## config.mk

```make
export PLATFORM = sky130hd
export DESIGN_NAME = fnd_scan_ctrl
export DESIGN_NICKNAME = d
export VERILOG_FILES = /design/src/rtl/fnd_scan_ctrl.sv
export SDC_FILE = /design/constraint.sdc
export NUM_CORES = 1
export LEC_CHECK = 0
export ABC_AREA = 1
export CORE_UTILIZATION = 55
export DETAILED_ROUTE_END_ITERATION = 10
export HOLD_SLACK_MARGIN = 0.15
export PLACE_DENSITY = 0.84
export REMOVE_ABC_BUFFERS = 1
export SLEW_MARGIN = 20
export SYNTH_ARGS = -nofsm -noshare
export SYNTH_HDL_FRONTEND = slang
export SYNTH_SLANG_ARGS = --single-unit
```

## constraint.sdc

```tcl
create_clock -name clk -period 6.7 [get_ports clk]
set_clock_uncertainty 0.1 [all_clocks]
set_input_delay 1.34 -clock clk [delete_from_list [all_inputs] [get_ports clk]]
set_output_delay 1.34 -clock clk [all_outputs]
set_load 0.02 [all_outputs]
```

## src/rtl/fnd_scan_ctrl.sv

```systemverilog
// Multiplexed common-anode 7-segment scan controller with shadowed frame-boundary
// updates, leading-zero blanking, blink, PWM brightness and a dead cycle per slot.
module fnd_scan_ctrl #(
  parameter int CLK_HZ     = 100_000_000,
  parameter int SCAN_HZ    = 1000,
  parameter int NUM_DIGITS = 4,
  parameter int PWM_BITS   = 3,
  parameter int BLINK_HZ   = 2
) (
  input  logic                    clk,
  input  logic                    reset,
  input  logic [4*NUM_DIGITS-1:0] digit_hex,
  input  logic [NUM_DIGITS-1:0]   dp_mask,
  input  logic [NUM_DIGITS-1:0]   blink_mask,
  input  logic                    blank_lz,
  input  logic [PWM_BITS-1:0]     brightness,
  input  logic                    load,
  output logic [7:0]              fnd_data,
  output logic [NUM_DIGITS-1:0]   fnd_com,
  output logic                    frame_done
);

  localparam int SLOT       = CLK_HZ / SCAN_HZ;
  localparam int BLINK_HALF = CLK_HZ / (2 * BLINK_HZ);
  localparam int SLOT_W     = $clog2(SLOT);
  localparam int IDX_W      = $clog2(NUM_DIGITS);
  localparam int BLK_W      = (BLINK_HALF > 1) ? $clog2(BLINK_HALF) : 1;

  localparam logic [SLOT_W-1:0] SLOT_LAST = SLOT_W'(SLOT - 1);
  localparam logic [IDX_W-1:0]  IDX_LAST  = IDX_W'(NUM_DIGITS - 1);
  localparam logic [BLK_W-1:0]  BLK_LAST  = BLK_W'(BLINK_HALF - 1);

  logic [SLOT_W-1:0]       r_slot;
  logic [IDX_W-1:0]        r_idx;
  logic [PWM_BITS-1:0]     r_pwm;
  logic [BLK_W-1:0]        r_blk_cnt;
  logic                    r_blk_ph;

  logic [4*NUM_DIGITS-1:0] r_sh_hex;
  logic [NUM_DIGITS-1:0]   r_sh_dp;
  logic [NUM_DIGITS-1:0]   r_sh_blink;
  logic                    r_sh_blz;
  logic                    r_pend;

  logic [4*NUM_DIGITS-1:0] r_act_hex;
  logic [NUM_DIGITS-1:0]   r_act_dp;
  logic [NUM_DIGITS-1:0]   r_act_blink;
  logic                    r_act_blz;

  logic [7:0]              r_data;
  logic [NUM_DIGITS-1:0]   r_com;
  logic                    r_frame_done;

  logic                    w_slot_wrap;
  logic                    w_frame_wrap;
  logic [3:0]              w_nib;
  logic                    w_hi_nz;
  logic                    w_blanked;
  logic                    w_drive;
  logic [6:0]              w_seg;
  logic [NUM_DIGITS-1:0]   w_com_on;

  function automatic logic [6:0] hex_to_seg(input logic [3:0] nib);
    logic [6:0] seg;
    case (nib)
      4'h0:    seg = 7'h40;
      4'h1:    seg = 7'h79;
      4'h2:    seg = 7'h24;
      4'h3:    seg = 7'h30;
      4'h4:    seg = 7'h19;
      4'h5:    seg = 7'h12;
      4'h6:    seg = 7'h02;
      4'h7:    seg = 7'h78;
      4'h8:    seg = 7'h00;
      4'h9:    seg = 7'h10;
      4'hA:    seg = 7'h08;
      4'hB:    seg = 7'h03;
      4'hC:    seg = 7'h46;
      4'hD:    seg = 7'h21;
      4'hE:    seg = 7'h06;
      4'hF:    seg = 7'h0E;
      default: seg = 7'h7F;
    endcase
    return seg;
  endfunction

  assign w_slot_wrap  = (r_slot == SLOT_LAST);
  assign w_frame_wrap = w_slot_wrap && (r_idx == IDX_LAST);
  assign w_nib        = r_act_hex[{r_idx, 2'b00} +: 4];

  // Per-slot drive decision: a digit is blanked when it and all digits above it are zero.
  always_comb begin
    w_hi_nz = 1'b0;
    for (int j = 0; j < NUM_DIGITS; j++) begin
      w_hi_nz = w_hi_nz | ((j >= int'(r_idx)) && (r_act_hex[4*j +: 4] != 4'h0));
    end
    w_blanked = r_act_blz && (r_idx != IDX_W'(0)) && !w_hi_nz;
    w_drive   = (r_slot != SLOT_W'(0)) && (r_pwm <= brightness) && !w_blanked
                && !(r_act_blink[r_idx] && r_blk_ph);
    w_seg     = hex_to_seg(w_nib);
    w_com_on  = ~(NUM_DIGITS'(1) << r_idx);
  end

  // Slot, digit, PWM and blink timebases; all free-running from reset.
  always_ff @(posedge clk or posedge reset) begin
    if (reset) begin
      r_slot    <= SLOT_W'(0);
      r_idx     <= IDX_W'(0);
      r_pwm     <= PWM_BITS'(0);
      r_blk_cnt <= BLK_W'(0);
      r_blk_ph  <= 1'b0;
    end else begin
      r_pwm <= r_pwm + PWM_BITS'(1);
      if (w_slot_wrap) begin
        r_slot <= SLOT_W'(0);
        r_idx  <= (r_idx == IDX_LAST) ? IDX_W'(0) : r_idx + IDX_W'(1);
      end else begin
        r_slot <= r_slot + SLOT_W'(1);
      end
      if (r_blk_cnt == BLK_LAST) begin
        r_blk_cnt <= BLK_W'(0);
        r_blk_ph  <= ~r_blk_ph;
      end else begin
        r_blk_cnt <= r_blk_cnt + BLK_W'(1);
      end
    end
  end

  // Shadow capture on load; a pending shadow becomes active only at the frame wrap.
  always_ff @(posedge clk or posedge reset) begin
    if (reset) begin
      r_sh_hex    <= '0;
      r_sh_dp     <= '0;
      r_sh_blink  <= '0;
      r_sh_blz    <= 1'b0;
      r_pend      <= 1'b0;
      r_act_hex   <= '0;
      r_act_dp    <= '0;
      r_act_blink <= '0;
      r_act_blz   <= 1'b0;
    end else begin
      if (w_frame_wrap && r_pend) begin
        r_act_hex   <= r_sh_hex;
        r_act_dp    <= r_sh_dp;
        r_act_blink <= r_sh_blink;
        r_act_blz   <= r_sh_blz;
      end
      if (load) begin
        r_sh_hex   <= digit_hex;
        r_sh_dp    <= dp_mask;
        r_sh_blink <= blink_mask;
        r_sh_blz   <= blank_lz;
        r_pend     <= 1'b1;
      end else if (w_frame_wrap) begin
        r_pend <= 1'b0;
      end
    end
  end

  // Registered pin drivers, one cycle behind the timebase state.
  always_ff @(posedge clk or posedge reset) begin
    if (reset) begin
      r_data       <= 8'hFF;
      r_com        <= {NUM_DIGITS{1'b1}};
      r_frame_done <= 1'b0;
    end else begin
      r_frame_done <= w_frame_wrap;
      if (w_drive) begin
        r_data <= {~r_act_dp[r_idx], w_seg};
        r_com  <= w_com_on;
      end else begin
        r_data <= 8'hFF;
        r_com  <= {NUM_DIGITS{1'b1}};
      end
    end
  end

  assign fnd_data   = r_data;
  assign fnd_com    = r_com;
  assign frame_done = r_frame_done;

endmodule

```

==> flow_summary.json, run 1 <==
{
  "status": "completed",
  "synth_common_cells": "241 x nand2_1, 146 x inv_1, 101 x nor2_1",
  "max_slew.worst_pin.slew_ps": 945,
  "synthCells": 824,
  "p_leak_nw": 3.66,
  "path_class": "in2reg",
  "die_y_um": 107,
  "hold_path.class": "reg2reg",
  "initial_core_util_pct": 56.3,
  "grt_pass1_wl_mm": 21.3,
  "place_area_mm2": 0.00659,
  "setup_viol": 0,
  "endpoint_kind": "flip-flop",
  "gp_congestion": 0.875,
  "ctsResizeCount": 0,
  "die_w_um": 107,
  "ant_nets": 0,
  "rsz0062_at_grt": "false",
  "max_cap_viol_count": 0,
  "avgSynthCellArea_um2": 7.37,
  "drt_pass1_iterations": 4,
  "synthFlopType": "dfrtp_1",
  "route.detailed.drc": 0,
  "path_max_fanout": 12,
  "synth_area_mm2": 0.00607,
  "routedWlPerCell_um": 12.1,
  "dp_hpwl_mm": 8.68,
  "drive_gt1_share_pct": 5.79,
  "ff2ff_setup_slack_ps": 4260,
  "ir_drop_uv": 165,
  "crit_path_max_incr_delay_ps": 600,
  "ys_ff_latch": 112,
  "num_vias": 5028,
  "cts_htree_levels": 3,
  "synthMostInstantiatedCell": "nand2_1",
  "clock_latency_ps": 380,
  "crit_top_cell": "nand2_1",
  "ctsHoldBuffers": 0,
  "finalSetupTns_ps": 0,
  "synth_top_area_share_pct": 41.2,
  "cts_tree": "built",
  "dr.first_iter.drc_count": 284,
  "place.port_buffers": 43,
  "nNetsFinal": 908,
  "critical_path.cell_chain": "clkdlybuf4s50_1 > inv_1 > ha_1 > a21oi_1 > o21ai_0 > nand2_1 > nand2_1 > nor2_1 > nand3_1",
  "drt_wl_total_mm": 12.1,
  "cp.required_ps": 6870,
  "synth_warnings": 0,
  "synth_area_leaders": "dfrtp_1 41%, nand2_1 15%, inv_1 9.0%",
  "io_pins": 44,
  "crit_path_start_kind": "primary input",
  "cts_buffer_depth": 2,
  "rows": 38,
  "core_area_mm2": 0.0108,
  "slowest_stage": "nor2_1",
  "cts_buffers": 9,
  "synth_edf_count": 0,
  "cellPowerDensity_mw_per_mm2": 169,
  "area_delta_synth_final_pct": 11.7,
  "overflow": 0,
  "slew_headroom_pct": 37.0,
  "num_antenna_cells": 0,
  "yosys.cell_types.count": 29,
  "synth_async_sr_flop_share_pct": 100,
  "clkTransAtPathRegs_ps": 100,
  "cts-root-buf": "clkbuf_8",
  "die_area_mm2": 0.0115,
  "cp.arrival_ps": 3350,
  "synth_top_area_cell": "dfrtp_1",
  "numClockSinks": 112,
  "viasPerCell": 5.01,
  "cts_setup_buffers": 0,
  "grt_max_degree": 77,
  "hold_viol_final": 0,
  "slew_violations": 0,
  "antenna_found_initial": 0,
  "min_period_ps": 3170,
  "grt_pass1_vias": 4834,
  "yosysSeqAreaShare_pct": 46.4,
  "final_area_mm2": 0.00678,
  "grt_usage_pct": 23.8,
  "fmaxAchievable_mhz": 315,
  "fin_crit_sh_pct": 47.4
}
==> per-layer routing <==
metal | share of wire, % | wire length (um) | GRT usage [%]
met4 | 2.7 | 327 | 9.78
met3 | 4.5 | 549 | 4.68
met2 | 49 | 5940 | 41.2
met1 | 44 | 5280 | 29.0
met5 | 0 | 0 | 0
==> worst max-delay path, delay by kind of cell <==
family	cells	cell delay [ps]
buf+inv	2	500
simple gates	4	930
fa+ha+maj	1	310
compound gates	2	270
==> state kept, by name (all words and copies together) (netlist names), 4 cells and up <==
name and flops:
r_act_dp 4, fnd_data 8, r_sh_blink 4, r_sh_dp 4, r_act_blink 4, r_act_hex 16, r_sh_hex 16, r_blk_cnt 25
fnd_com 4, r_slot 17
==> layout make-up <==
type / instances / area (um^2)
Clock inverter: 4 / 36.3
Multi-Input combinational cell: 537 / 2570
Fill cell: 942 / 4010
Sequential cell: 112 / 2820
Inverter: 153 / 577
Tap cell: 140 / 175
Clock buffer: 12 / 155
Timing Repair Buffer: 46 / 453
==> path summary, 6_finish.rpt <==
| path | start | depth (start not counted) | end |
|---|---|---|---|
| worst max-delay path | brightness[2] | 9 | fnd_data[3] |
| worst min-delay path | r_pwm[0] | 1 | r_pwm[0] |
| worst max register to register | r_idx[0] | 9 | fnd_data[3] |
| min in group asynchronous | reset | 2 | r_pwm[2] |
| worst min register to register | r_pwm[0] | 1 | r_pwm[0] |
| max in group asynchronous | reset | 3 | fnd_com[0] |
==> per-stage QoR <==
step                      hold WS [ps]  worst slack [ps]  total power, mW  std cells  util, %
final                              362              3530             1.15       1004     62.8
after global routing               394              3310             1.20       1004     62.8
after CTS                          367              3480             1.16       1004     62.8
after detailed placement           354              3080            0.772        988     61.1
after global placement             339              3230            0.770        988     61.0
after floorplan                    318              2320            0.738        802        -
==> logic make-up after synthesis <==
| group | Yosys count | share of synthesized area, % |
|---|---|---|
| buf+inv | 175 | 11.4 |
| xor+xnor | 19 | 2.74 |
| fa+ha+maj | 18 | 3.71 |
| compound gates | 49 | 4.10 |
| flops | 112 | 46.4 |
| simple gates | 451 | 31.7 |
==> power by group <==
part	internal [mW]	leakage, nW	switching (mW)	total [mW]
Combinational	0.0262	2.12	0.0346	0.0608
Sequential	0.692	1.44	0.00435	0.696
Clock	0.161	0.0951	0.231	0.391
==> layout by cell type (no fill, tap or decap), drive strengths merged <==
cell and n:
ha 18, o21bai 1, xor2 16, o21ai 38
nand4 33, nor3 13, xnor2 3, inv 155
a21oi 9, dfrtp 100, buf 3, nand3 50
a31oi 1, and3 1, dfstp 12, nand3b 1
nor4 1, nand2 244, clkdlybuf4s50 43, clkbuf 12
clkinv 1, nor2 108, clkinvlp 1
Power figures use the tool's default switching activity.
==> inputs of run 2 (changes only) <==
clock period = 3.3 ns   (was 6.7 ns; I/O delays follow)
==> flow_summary.json, run 2 (synthesis gave the netlist of run 1 again) <==
{
  "status": "completed",
  "reg2regPathDepth": 5,
  "cts_htree_levels": 3,
  "fin_crit_sh_pct": 69.9,
  "fmaxAchievable_mhz": 434,
  "r2r-start": "r_idx[1]",
  "top_layer": "met4",
  "routedWlPerCell_um": 12.0,
  "hold_end": "r_blk_cnt[0]",
  "drt_wl_total_mm": 12.2,
  "final_common_cell": "nand2_1",
  "wirelength_met1_mm": 5.46,
  "holdWs_ps": 375,
  "setup_viol": 0,
  "regMostFlops": "r_blk_cnt",
  "ir_drop_uv": 247,
  "setup_slack_ps": 994,
  "clock_latency_ps": 380,
  "hold_path.class": "reg2reg",
  "die_w_um": 107,
  "cts_buffer_depth": 2,
  "path_buf_inv": 1,
  "grt_pass1_vias": 4818,
  "ant_nets": 0,
  "initial_core_util_pct": 56.3,
  "dp_hpwl_mm": 8.91,
  "dr.first_iter.drc_count": 226,
  "cts_buffers": 9,
  "max_slew.worst_pin.slew_ps": 637,
  "io_pins": 44,
  "largest_reg_flops": 25,
  "num_antenna_cells": 0,
  "area_delta_synth_final_pct": 12.3,
  "antenna_found_initial": 0,
  "hold_viol_final": 0,
  "nNetsFinal": 914,
  "worstHoldStart": "r_blk_cnt[0]",
  "cp.required_ps": 2540,
  "multi_input_area_mm2": 0.00256,
  "cellPowerDensity_mw_per_mm2": 339,
  "num_vias": 5033,
  "rsz0062_at_grt": "false",
  "p_leak_nw": 3.69,
  "core_area_mm2": 0.0108,
  "post-place-ws_ps": 850,
  "numClockSinks": 112,
  "critPathTopFamily": "buffers and inverters",
  "cts-root-buf": "clkbuf_8",
  "route.detailed.drc": 0,
  "worstReg2RegEnd": "r_act_hex[0]",
  "place.port_buffers": 43,
  "endpoint_kind": "output pin",
  "finalSetupTns_ps": 0,
  "path_max_fanout": 1,
  "ctsHoldBuffers": 0,
  "critical_path.cell_chain": "clkdlybuf4s50_1",
  "dr_wl_met2_mm": 5.99,
  "met3_wirelength_um": 527,
  "largestRegisters": "r_blk_cnt x25, r_slot x17",
  "ff2ff_setup_slack_ps": 1070,
  "cts_tree": "built",
  "grt_pass1_wl_mm": 21.5,
  "slowest_stage": "clkdlybuf4s50_1",
  "clkTransAtPathRegs_ps": 100,
  "overflow": 0,
  "die_y_um": 107,
  "register_area_mm2": 0.00282,
  "crit_path_max_incr_delay_ps": 600,
  "gp_congestion": 0.914,
  "final_cell_mix": "241 x nand2_1, 145 x inv_1, 101 x nor2_1",
  "viasPerCell": 4.98,
  "slew_violations": 0,
  "max_cap_viol_count": 0,
  "die_area_mm2": 0.0115,
  "cts_setup_buffers": 0,
  "hold_path_depth": 1,
  "min_period_ps": 2310,
  "drt_pass1_iterations": 4,
  "grt_max_degree": 52,
  "grt_usage_pct": 23.9,
  "num-fill-cells": 967,
  "crit_path_start_kind": "flip-flop",
  "path_class": "reg2out",
  "drive_gt1_share_pct": 6.55,
  "slew_headroom_pct": 57.5,
  "cp.arrival_ps": 1550,
  "rows": 38,
  "ctsResizeCount": 0
}
run 2: worst max path at each step:
stage / from / endpoint / depth (start not counted)
after floorplan: reset / frame_done / 1
after global placement: brightness[2] / fnd_data[5] / 10
after detailed placement: brightness[2] / fnd_data[1] / 10
after CTS: fnd_com[1] / fnd_com[1] / 1
after global routing: r_idx[1] / r_act_hex[1] / 5
final: fnd_data[3] / fnd_data[3] / 1
run 2: metal layers:
metal,up-vias,GRT usage [%]
met5,-,0
met4,0,8.41
met3,21,5.47
met2,106,40.6
met1,2308,29.9
li1,2598,-
run 2: report_power, final:
| group | switching [mW] | internal [mW] |
|---|---|---|
| registers | 0.00914 | 1.41 |
| clock network | 0.486 | 0.284 |
| logic | 0.0720 | 0.0573 |
| total | 0.567 | 1.75 |
run 2: per-stage QoR:
stage                     total power [mW]  cells  instance area, um^2  util [%]
after global routing                  2.42   1010                 6820      63.2
final                                 2.31   1010                 6820      63.2
after floorplan                       1.50    802                 5960         -
after CTS                             2.35   1010                 6820      63.2
after detailed placement              1.57    994                 6640      61.6
after global placement                1.57    994                 6640      61.6
run 2: area by class of cell:
cell class / count / area share, %
clock buffer: 9 / 1.82
clock inverter: 7 / 0.789
timing repair buffer: 52 / 7.48
sequential: 112 / 41.3
tap: 140 / 2.57
multi-input combinational: 537 / 37.6
inverter: 153 / 8.46
==> inputs of run 3 (changes only) <==
clock period = 2.2 ns   (was 3.3 ns; I/O delays follow)
==> flow_summary.json, run 3 (synthesis gave the netlist of run 1 again) <==
{
  "cp.required_ps": 1660,
  "grt_max_degree": 52,
  "r2r-start": "r_idx[0]",
  "cellPowerDensity_mw_per_mm2": 516,
  "ff2ff_setup_slack_ps": 250,
  "slowest_stage": "clkdlybuf4s50_1",
  "finalSetupTns_ps": 0,
  "grt_pass1_wl_mm": 21.3,
  "pwr-share-seq_pct": 59.9,
  "reg2regPathDepth": 10,
  "die_area_mm2": 0.0115,
  "largest_reg_flops": 25,
  "critical_path.cell_chain": "clkdlybuf4s50_1",
  "p_leak_nw": 3.71,
  "io_pins": 44,
  "overflow": 0,
  "ctsResizeCount": 0,
  "gp_congestion": 0.900,
  "dp_hpwl_mm": 8.80,
  "internal-power_mw": 2.67,
  "rsz0062_at_grt": "false",
  "num_vias": 5021,
  "dr.first_iter.drc_count": 235,
  "regMostFlops": "r_blk_cnt",
  "nNetsFinal": 917,
  "numClockSinks": 112,
  "hold_viol_final": 0,
  "grt_usage_pct": 23.3,
  "cts_tree": "built",
  "fmaxAchievable_mhz": 478,
  "ir_drop_uv": 610,
  "worstReg2RegEnd": "fnd_data[0]",
  "routedWlPerCell_um": 11.8,
  "holdWs_ps": 245,
  "crit_path_start_kind": "flip-flop",
  "viasPerCell": 4.96,
  "cts_htree_levels": 3,
  "die_y_um": 107,
  "drt_wl_total_mm": 11.9,
  "fin_crit_sh_pct": 95.1,
  "cts_buffers": 9,
  "final_common_cell": "nand2_1",
  "cts_buffer_depth": 2,
  "setup_viol": 0,
  "hold_path.class": "in2async",
  "max_cap_viol_count": 0,
  "rows": 38,
  "drt_pass1_iterations": 5,
  "ant_nets": 0,
  "ctsHoldBuffers": 0,
  "final_cell_mix": "241 x nand2_1, 145 x inv_1, 101 x nor2_1",
  "critPathTopFamily": "buffers and inverters",
  "cts_setup_buffers": 0,
  "slew_headroom_pct": 68.0,
  "slew_violations": 0,
  "startpoint": "fnd_com[0]",
  "path_class": "reg2out",
  "initial_core_util_pct": 56.3,
  "cp.arrival_ps": 1550,
  "core_area_mm2": 0.0108,
  "endpoint_kind": "output pin",
  "grt_pass1_vias": 4827,
  "clock_latency_ps": 390,
  "place.port_buffers": 43,
  "path_buf_inv": 1,
  "pwr-share-clk_pct": 34.6,
  "status": "completed",
  "sw_frac_of_total_pct": 24.7,
  "comb_power_share_pct": 5.5,
  "area_delta_synth_final_pct": 13.0,
  "max_slew.worst_pin.slew_ps": 479,
  "route.detailed.drc": 0,
  "path_max_fanout": 1,
  "min_period_ps": 2090,
  "die_w_um": 107,
  "p_sw_mw": 0.873,
  "drive_gt1_share_pct": 6.87,
  "antenna_found_initial": 0,
  "num_antenna_cells": 0,
  "num-fill-cells": 936,
  "clkTransAtPathRegs_ps": 120,
  "crit_path_max_incr_delay_ps": 630,
  "largestRegisters": "r_blk_cnt x25, r_slot x17",
  "cts-root-buf": "clkbuf_8"
}
run 3: layout make-up:
cell class | count | area, um^2 | share of cell area (%)
sequential | 112 | 2820 | 41.1
inverter | 153 | 577 | 8.40
multi-input combinational | 537 | 2560 | 37.4
tap | 140 | 175 | 2.55
clock inverter | 6 | 58.8 | 0.857
timing repair buffer | 55 | 533 | 7.77
clock buffer | 10 | 138 | 2.01
run 3: per-stage QoR:
stage                     util, %  instance area (um^2)  std cells  setup slack, ps  total power [mW]
after CTS                    63.6                  6860       1013             82.0              3.58
after floorplan                 -                  5960        802            -1280              2.25
after global routing         63.6                  6860       1013             67.0              3.68
after detailed placement     61.8                  6670        997            -35.8              2.36
final                        63.6                  6860       1013              107              3.54
after global placement       61.8                  6670        997             43.2              2.35
run 3: how the worst max path moves through the flow:
stage	end	depth (start not counted)
after CTS	fnd_com[0]	1
after detailed placement	fnd_data[5]	10
after global routing	fnd_data[0]	10
after global placement	fnd_data[3]	10
final	fnd_com[0]	1
after floorplan	frame_done	1
run 3: power groups by stage:
stage               clock network (mW)  logic (mW)  registers (mW)
finish                            1.23       0.194            2.12
global route                      1.33       0.227            2.12
CTS                               1.25       0.201            2.12
detailed placement                   0       0.200            2.16
global placement                     0       0.195            2.16
floorplan                            0      0.0831            2.16
run 3: worst reg2reg max path: cells and delay by family, from the launching register on:
kind / cells / cell delay, ps
flip-flops: 1 / 480
AND/OR/NAND/NOR: 6 / 610
buffers and inverters: 3 / 470
adder cells (fa/ha/maj): 1 / 210
run 3: routing by layer:
| metal | track usage, % | share of wire [%] |
|---|---|---|
| met2 | 39.2 | 49 |
| met5 | 0 | 0 |
| met3 | 4.26 | 3.9 |
| met4 | 7.24 | 1.3 |
| met1 | 30.5 | 46 |
